$ cat config.mk
export PLATFORM = sky130hd
export DESIGN_NAME = ysyx_040066_cache_arbiter_flat
export DESIGN_NICKNAME = d
export VERILOG_FILES = /design/src/rtl/ysyx_040066_cache_arbiter_pkg.sv /design/src/rtl/ysyx_040066_cache_arbiter_if.sv /design/src/rtl/ysyx_040066_cache_arbiter_rr_arb2.sv /design/src/rtl/ysyx_040066_cache_arbiter.sv /design/src/flat_wrapper.sv
export SDC_FILE = /design/constraint.sdc
export NUM_CORES = 1
export LEC_CHECK = 0
export CAP_MARGIN = 20
export CORE_AREA = 2 2 710 712
export CTS_CLUSTER_DIAMETER = 40
export DETAILED_ROUTE_END_ITERATION = 10
export DIE_AREA = 0 0 712 714
export PLACE_DENSITY_LB_ADDON = 0.25
export SLEW_MARGIN = 20
export SYNTH_ARGS = -nofsm -noshare
export SYNTH_HDL_FRONTEND = slang
export SYNTH_SLANG_ARGS = --single-unit
$ cat constraint.sdc
create_clock -name clk -period 1.9 [get_ports clk]
set_input_delay 0.19 -clock clk [delete_from_list [all_inputs] [get_ports clk]]
set_output_delay 0.19 -clock clk [all_outputs]
set_load 0.02 [all_outputs]
$ cat src/rtl/ysyx_040066_cache_arbiter_pkg.sv
// Shared definitions for the I/D-cache memory arbiter: state encoding and default bus widths.
package ysyx_040066_pkg;

  localparam int ADDR_W   = 32;
  localparam int DATA_W   = 64;
  localparam int LINE_LEN = 512;

  typedef enum logic [1:0] {
    IDLE    = 2'b00,
    RD      = 2'b01,
    WR      = 2'b10,
    POST_WR = 2'b11
  } arbState_e;

endpackage

$ cat src/rtl/ysyx_040066_cache_arbiter_if.sv
// Line-granular memory bus: the requester (master) drives address/requests/line,
// the responder (slave) returns read beats and write acknowledgements.
interface ysyx_040066_cache_arbiter_if #(
  parameter int ADDR_W   = ysyx_040066_pkg::ADDR_W,
  parameter int DATA_W   = ysyx_040066_pkg::DATA_W,
  parameter int LINE_LEN = ysyx_040066_pkg::LINE_LEN
);

  logic [ADDR_W-1:0]   addr;
  logic                rd_req;
  logic                wr_req;
  logic [LINE_LEN-1:0] wr_data;
  logic                rd_ready;
  logic                rd_last;
  logic                rd_error;
  logic [DATA_W-1:0]   rd_data;
  logic                wr_ready;
  logic                wr_error;

  modport master (
    output addr, rd_req, wr_req, wr_data,
    input  rd_ready, rd_last, rd_error, rd_data, wr_ready, wr_error
  );

  modport slave (
    input  addr, rd_req, wr_req, wr_data,
    output rd_ready, rd_last, rd_error, rd_data, wr_ready, wr_error
  );

endinterface

$ cat src/rtl/ysyx_040066_cache_arbiter_rr_arb2.sv
// Two-way round-robin picker: a lone requester wins, a tie goes to the port not granted last.
module ysyx_040066_rr_arb2 (
  input  logic [1:0] req_i,
  input  logic       last_i,
  output logic       gnt_o,
  output logic       any_o
);

  always_comb begin
    any_o = |req_i;
    case (req_i)
      2'b10:   gnt_o = 1'b1;
      2'b11:   gnt_o = ~last_i;
      default: gnt_o = 1'b0;
    endcase
  end

endmodule

$ cat src/rtl/ysyx_040066_cache_arbiter.sv
// Shares one memory master between the I-cache (c0) and D-cache (c1), one owner per burst,
// keeping a writeback and the refill that follows it under a single grant.
module ysyx_040066_cache_arbiter #(
  parameter int ADDR_W   = ysyx_040066_pkg::ADDR_W,
  parameter int DATA_W   = ysyx_040066_pkg::DATA_W,
  parameter int LINE_LEN = ysyx_040066_pkg::LINE_LEN
) (
  input  logic                          clk,
  input  logic                          rst,
  ysyx_040066_cache_arbiter_if.slave    c0_if,
  ysyx_040066_cache_arbiter_if.slave    c1_if,
  ysyx_040066_cache_arbiter_if.master   m_if,
  output logic                          busy_o
);

  import ysyx_040066_pkg::*;

  arbState_e           state_q, state_d;
  logic                owner_q, owner_d;
  logic                lastGrant_q, lastGrant_d;
  logic [1:0]          req;
  logic                gnt;
  logic                anyReq;
  logic                ownRd;
  logic                ownWr;
  logic                winWr;
  logic [ADDR_W-1:0]   ownAddr;
  logic [LINE_LEN-1:0] ownWrData;
  logic [DATA_W-1:0]   rdBeat;
  logic                busy;
  logic                fwd;

  assign req = {c1_if.rd_req | c1_if.wr_req, c0_if.rd_req | c0_if.wr_req};

  ysyx_040066_rr_arb2 u_rrArb (
    .req_i  (req),
    .last_i (lastGrant_q),
    .gnt_o  (gnt),
    .any_o  (anyReq)
  );

  always_comb begin
    ownRd     = owner_q ? c1_if.rd_req  : c0_if.rd_req;
    ownWr     = owner_q ? c1_if.wr_req  : c0_if.wr_req;
    ownAddr   = owner_q ? c1_if.addr    : c0_if.addr;
    ownWrData = owner_q ? c1_if.wr_data : c0_if.wr_data;
    winWr     = gnt ? c1_if.wr_req : c0_if.wr_req;
  end

  // A dropped request without its handshake abandons the burst; POST_WR lets the
  // writeback owner roll straight into its refill without re-arbitrating.
  always_comb begin
    state_d     = state_q;
    owner_d     = owner_q;
    lastGrant_d = lastGrant_q;
    case (state_q)
      IDLE: begin
        if (anyReq) begin
          owner_d     = gnt;
          lastGrant_d = gnt;
          state_d     = winWr ? WR : RD;
        end
      end
      RD: begin
        if (!ownRd || (m_if.rd_ready && m_if.rd_last)) state_d = IDLE;
      end
      WR: begin
        if (ownWr && m_if.wr_ready) state_d = POST_WR;
        else if (!ownWr)            state_d = IDLE;
      end
      POST_WR: state_d = ownRd ? RD : IDLE;
      default: state_d = IDLE;
    endcase
  end

  always_ff @(posedge clk) begin
    if (rst) begin
      state_q     <= IDLE;
      owner_q     <= 1'b0;
      lastGrant_q <= 1'b0;
    end else begin
      state_q     <= state_d;
      owner_q     <= owner_d;
      lastGrant_q <= lastGrant_d;
    end
  end

  assign busy   = (state_q != IDLE);
  assign fwd    = (state_q == RD) || (state_q == WR);
  assign busy_o = busy;
  assign rdBeat = busy ? m_if.rd_data : '0;

  assign m_if.addr    = busy ? ownAddr : '0;
  assign m_if.wr_data = busy ? ownWrData : '0;
  assign m_if.rd_req  = (state_q == RD) && ownRd;
  assign m_if.wr_req  = (state_q == WR) && ownWr;

  // Bridge responses reach only the current owner, and only during an active burst.
  assign c0_if.rd_ready = fwd && !owner_q && m_if.rd_ready;
  assign c0_if.rd_last  = fwd && !owner_q && m_if.rd_last;
  assign c0_if.rd_error = fwd && !owner_q && m_if.rd_error;
  assign c0_if.wr_ready = fwd && !owner_q && m_if.wr_ready;
  assign c0_if.wr_error = fwd && !owner_q && m_if.wr_error;
  assign c0_if.rd_data  = rdBeat;

  assign c1_if.rd_ready = fwd && owner_q && m_if.rd_ready;
  assign c1_if.rd_last  = fwd && owner_q && m_if.rd_last;
  assign c1_if.rd_error = fwd && owner_q && m_if.rd_error;
  assign c1_if.wr_ready = fwd && owner_q && m_if.wr_ready;
  assign c1_if.wr_error = fwd && owner_q && m_if.wr_error;
  assign c1_if.rd_data  = rdBeat;

endmodule

$ cat src/flat_wrapper.sv
// flat-port wrapper written by rule: the top's interface ports become plain ports
module ysyx_040066_cache_arbiter_flat import ysyx_040066_pkg::*;
#(
  parameter int ADDR_W   = ysyx_040066_pkg::ADDR_W,
  parameter int DATA_W   = ysyx_040066_pkg::DATA_W,
  parameter int LINE_LEN = ysyx_040066_pkg::LINE_LEN
)
  (clk, rst, busy_o, c0_if_addr, c0_if_rd_req, c0_if_wr_req, c0_if_wr_data, c0_if_rd_ready, c0_if_rd_last, c0_if_rd_error, c0_if_rd_data, c0_if_wr_ready, c0_if_wr_error, c1_if_addr, c1_if_rd_req, c1_if_wr_req, c1_if_wr_data, c1_if_rd_ready, c1_if_rd_last, c1_if_rd_error, c1_if_rd_data, c1_if_wr_ready, c1_if_wr_error, m_if_addr, m_if_rd_req, m_if_wr_req, m_if_wr_data, m_if_rd_ready, m_if_rd_last, m_if_rd_error, m_if_rd_data, m_if_wr_ready, m_if_wr_error);
  ysyx_040066_cache_arbiter_if #(.ADDR_W(ADDR_W), .DATA_W(DATA_W), .LINE_LEN(LINE_LEN)) c0_if_i ();
  ysyx_040066_cache_arbiter_if #(.ADDR_W(ADDR_W), .DATA_W(DATA_W), .LINE_LEN(LINE_LEN)) c1_if_i ();
  ysyx_040066_cache_arbiter_if #(.ADDR_W(ADDR_W), .DATA_W(DATA_W), .LINE_LEN(LINE_LEN)) m_if_i ();
  input  logic clk;
  input  logic rst;
  output logic busy_o;
  input wire logic [$bits(c0_if_i.addr)-1:0] c0_if_addr;
  input wire logic [$bits(c0_if_i.rd_req)-1:0] c0_if_rd_req;
  input wire logic [$bits(c0_if_i.wr_req)-1:0] c0_if_wr_req;
  input wire logic [$bits(c0_if_i.wr_data)-1:0] c0_if_wr_data;
  output wire logic [$bits(c0_if_i.rd_ready)-1:0] c0_if_rd_ready;
  output wire logic [$bits(c0_if_i.rd_last)-1:0] c0_if_rd_last;
  output wire logic [$bits(c0_if_i.rd_error)-1:0] c0_if_rd_error;
  output wire logic [$bits(c0_if_i.rd_data)-1:0] c0_if_rd_data;
  output wire logic [$bits(c0_if_i.wr_ready)-1:0] c0_if_wr_ready;
  output wire logic [$bits(c0_if_i.wr_error)-1:0] c0_if_wr_error;
  input wire logic [$bits(c1_if_i.addr)-1:0] c1_if_addr;
  input wire logic [$bits(c1_if_i.rd_req)-1:0] c1_if_rd_req;
  input wire logic [$bits(c1_if_i.wr_req)-1:0] c1_if_wr_req;
  input wire logic [$bits(c1_if_i.wr_data)-1:0] c1_if_wr_data;
  output wire logic [$bits(c1_if_i.rd_ready)-1:0] c1_if_rd_ready;
  output wire logic [$bits(c1_if_i.rd_last)-1:0] c1_if_rd_last;
  output wire logic [$bits(c1_if_i.rd_error)-1:0] c1_if_rd_error;
  output wire logic [$bits(c1_if_i.rd_data)-1:0] c1_if_rd_data;
  output wire logic [$bits(c1_if_i.wr_ready)-1:0] c1_if_wr_ready;
  output wire logic [$bits(c1_if_i.wr_error)-1:0] c1_if_wr_error;
  output wire logic [$bits(m_if_i.addr)-1:0] m_if_addr;
  output wire logic [$bits(m_if_i.rd_req)-1:0] m_if_rd_req;
  output wire logic [$bits(m_if_i.wr_req)-1:0] m_if_wr_req;
  output wire logic [$bits(m_if_i.wr_data)-1:0] m_if_wr_data;
  input wire logic [$bits(m_if_i.rd_ready)-1:0] m_if_rd_ready;
  input wire logic [$bits(m_if_i.rd_last)-1:0] m_if_rd_last;
  input wire logic [$bits(m_if_i.rd_error)-1:0] m_if_rd_error;
  input wire logic [$bits(m_if_i.rd_data)-1:0] m_if_rd_data;
  input wire logic [$bits(m_if_i.wr_ready)-1:0] m_if_wr_ready;
  input wire logic [$bits(m_if_i.wr_error)-1:0] m_if_wr_error;
  assign c0_if_i.addr = c0_if_addr;
  assign c0_if_i.rd_req = c0_if_rd_req;
  assign c0_if_i.wr_req = c0_if_wr_req;
  assign c0_if_i.wr_data = c0_if_wr_data;
  assign c0_if_rd_ready = c0_if_i.rd_ready;
  assign c0_if_rd_last = c0_if_i.rd_last;
  assign c0_if_rd_error = c0_if_i.rd_error;
  assign c0_if_rd_data = c0_if_i.rd_data;
  assign c0_if_wr_ready = c0_if_i.wr_ready;
  assign c0_if_wr_error = c0_if_i.wr_error;
  assign c1_if_i.addr = c1_if_addr;
  assign c1_if_i.rd_req = c1_if_rd_req;
  assign c1_if_i.wr_req = c1_if_wr_req;
  assign c1_if_i.wr_data = c1_if_wr_data;
  assign c1_if_rd_ready = c1_if_i.rd_ready;
  assign c1_if_rd_last = c1_if_i.rd_last;
  assign c1_if_rd_error = c1_if_i.rd_error;
  assign c1_if_rd_data = c1_if_i.rd_data;
  assign c1_if_wr_ready = c1_if_i.wr_ready;
  assign c1_if_wr_error = c1_if_i.wr_error;
  assign m_if_addr = m_if_i.addr;
  assign m_if_rd_req = m_if_i.rd_req;
  assign m_if_wr_req = m_if_i.wr_req;
  assign m_if_wr_data = m_if_i.wr_data;
  assign m_if_i.rd_ready = m_if_rd_ready;
  assign m_if_i.rd_last = m_if_rd_last;
  assign m_if_i.rd_error = m_if_rd_error;
  assign m_if_i.rd_data = m_if_rd_data;
  assign m_if_i.wr_ready = m_if_wr_ready;
  assign m_if_i.wr_error = m_if_wr_error;
  ysyx_040066_cache_arbiter #(.ADDR_W(ADDR_W), .DATA_W(DATA_W), .LINE_LEN(LINE_LEN)) u_core (.clk(clk), .rst(rst), .c0_if(c0_if_i), .c1_if(c1_if_i), .m_if(m_if_i), .busy_o(busy_o));
endmodule
==> metrics.csv <==
metric,value,unit
outcome,"finished, violations left",
violations,setup timing,
synth.avg_cell_area,6.73,µm²
drt_iter0_markers,1079,
fillCellCount,57900,
final_common_cell,clkdlybuf4s50_1,
drc,0,
drv_slew,0,
drt_wl_total,405000,µm
synth_cell_type_count,28,
synth_edf_count,0,
multi_input_area,0.0127,mm²
grt_max_degree,33,
async_flop_share,0,%
grt_pass1_vias,21900,
vdd_drop_max,0.900,mV
place_area,0.0412,mm²
cts_buffers,3,
cts.clk_slew.worst_paths,0.03,ns
antenna_found_initial,407,
insertion_delay,0.23,ns
core_area,0.500,mm²
die_width,712,µm
cts_max_level,1,
synth_ff_type,dfxtp_1,
syn_nets,2560,
drtAntennaViolNets,0,
yosysWarningCount,0,
switchingPower,44.0,mW
path_class,reg -> out,
rsz0062_at_grt,true,
layout_setup_ws,-0.396,ns
wl_met3,57200,µm
ff_latch_area,66.3,µm²
clk_path_buf_depth,2,
hold_path_class,in -> reg,
fin_setup_tns,-132.13,ns
cp.arrival,2.11,ns
sequentialPowerShare,0.2,%
gp_congestion,1.04,
vias,22300,
met2WireLength,182000,µm
avgRoutedWirePerCell,39.0,µm
drt_pass1_iterations,7,
relSlewSlack,61.6,%
fin_area,0.0503,mm²
initial_core_util,1.87,%
ios,1848,
clockRootBuffer,clkbuf_16,
fin_crit,2.30,ns
port_buffers,1847,
powerDensity,1630,mW/mm²
area_growth,437,%
fin_util,10.1,%
setup_viol,663,
dieHeight,714,µm
cp-start-kind,flop,
place_hpwl,374000,µm
cap_violations,0,
grt_pass1_wl,452000,µm
design_power_total,82.0,mW
seq_area_frac_synth,0.640,%
power.leakage,17.3,nW
period_share,121,%
grt_usage,15.2,%
crit_path_max_fanout,6,
end_kind,output pin,
routed.top_layer,met5,
hold_violations,0,
syn_area,0.00938,mm²
sw_frac_of_total,53.7,%
drt-met1-wl,148000,µm
required,1.71,ns
dpl.cell_count,10100,
fmax,0.436,GHz
cts_tree,built,
via_per_inst,2.14,
fp.dieArea,0.508,mm²
internal_power,38.0,mW
cts.sinks,3,
stdcell_count,10400,
layout_common_cells,"clkdlybuf4s50_1 (1163), buf_4 (420), buf_12 (392)",
power_frac_clock,0.4,%
syn_inst,1393,
skew,0.00162,ns
layout.nets,4797,
grt_remaining_overflow,0,
tightest_slew,0.560,ns
rows,260,
drive_above_1_share,50.2,%
ys_ff_latch,3,
pwr-share-comb,99.4,%
-- synth_stat cells, types with 2 or more instances --
cell | number | area [µm²]
buf_1 | 6 | 22.5
and2_1 | 6 | 37.5
o21ai_0 | 3 | 15.0
and3_1 | 5 | 31.3
a21oi_1 | 4 | 20.0
dfxtp_1 | 3 | 60.1
clkbuf_1 | 62 | 233
mux2i_1 | 545 | 5460
nor2b_1 | 66 | 413
buf_4 | 93 | 698
ha_1 | 4 | 50.1
inv_1 | 3 | 11.3
nor2_1 | 546 | 2050
buf_2 | 32 | 160
nand2_1 | 2 | 7.51
-- logic make-up after synthesis --
family          count (synthesis)  share of synthesized area [%]
simple gates                  629                           27.4
compound gates                 14                           1.04
fa+ha+maj                       4                          0.534
buf+inv                       197                           12.1
mux                           546                           58.3
flops                           3                          0.640
-- state kept, by name, summed over array words and instances (netlist names) --
signal and cells:
u_core.owner_q 1, u_core.state_q 2
-- power by group through the flow --
stage / Sequential (mW) / Clock (mW) / Combinational (mW)
final: 0.128 / 0.334 / 81.5
after global routing: 0.133 / 0.347 / 85.3
after CTS: 0.126 / 0.343 / 77.2
after detailed placement: 0.151 / 0 / 63.4
after global placement: 0.153 / 0 / 63.6
after floorplan: 0.109 / 0 / 19.3
-- metal layers --
metal  global-route usage, %  vias up
met3                    9.53      804
li1                        -     9242
met5                       0        -
met2                    24.6     1690
met1                    16.3    10400
met4                    4.38      144
-- through the flow --
| step | setup slack, ns | hold slack (ns) |
|---|---|---|
| after global placement | -0.775 | 0.671 |
| after CTS | -0.431 | 0.618 |
| after floorplan | 0.155 | 0.262 |
| final | -0.396 | 0.647 |
| after detailed placement | -0.767 | 0.684 |
| after global routing | -0.400 | 0.648 |
-- layout make-up --
type | instances | share of cell area [%]
timing repair buffer | 2426 | 57.5
multi-input combinational | 1193 | 25.2
tap | 6681 | 16.6
antenna | 90 | 0.447
clock buffer | 4 | 0.157
sequential | 3 | 0.132
inverter | 3 | 0.0224
-- worst max-delay path, stage by stage, from the launching register on --
cell and delay, ns:
dfxtp_4 0.36, buf_12 0.13, buf_16 0.16, buf_16 0.17
buf_16 0.14, mux2i_4 0.51, buf_12 0.17, nor2_4 0.03
buf_12 0.13
-- timing repair --
| action | 4_1_cts | 5_1_grt |
|---|---|---|
| endpoints found under the setup margin | 686 | 671 |
| resized for setup | 1640 | 675 |
| pin swaps | 38 | 61 |
| setup buffers | 125 | 88 |
| gates cloned | 55 | 23 |
| hold buffers | 0 | 0 |
-- final timing paths --
kind / startpoint / to / slack (ns) / depth (start not counted)
max: u_core.owner_q / m_if_wr_data[183] / -0.40 / 8
max reg2reg: u_core.owner_q / u_core.state_q[0] / -0.18 / 8
min: rst / u_core.state_q[1] / 0.65 / 2
min reg2reg: u_core.state_q[0] / u_core.state_q[0] / 0.80 / 5
No activity file was read; power rests on OpenSTA's default activity.
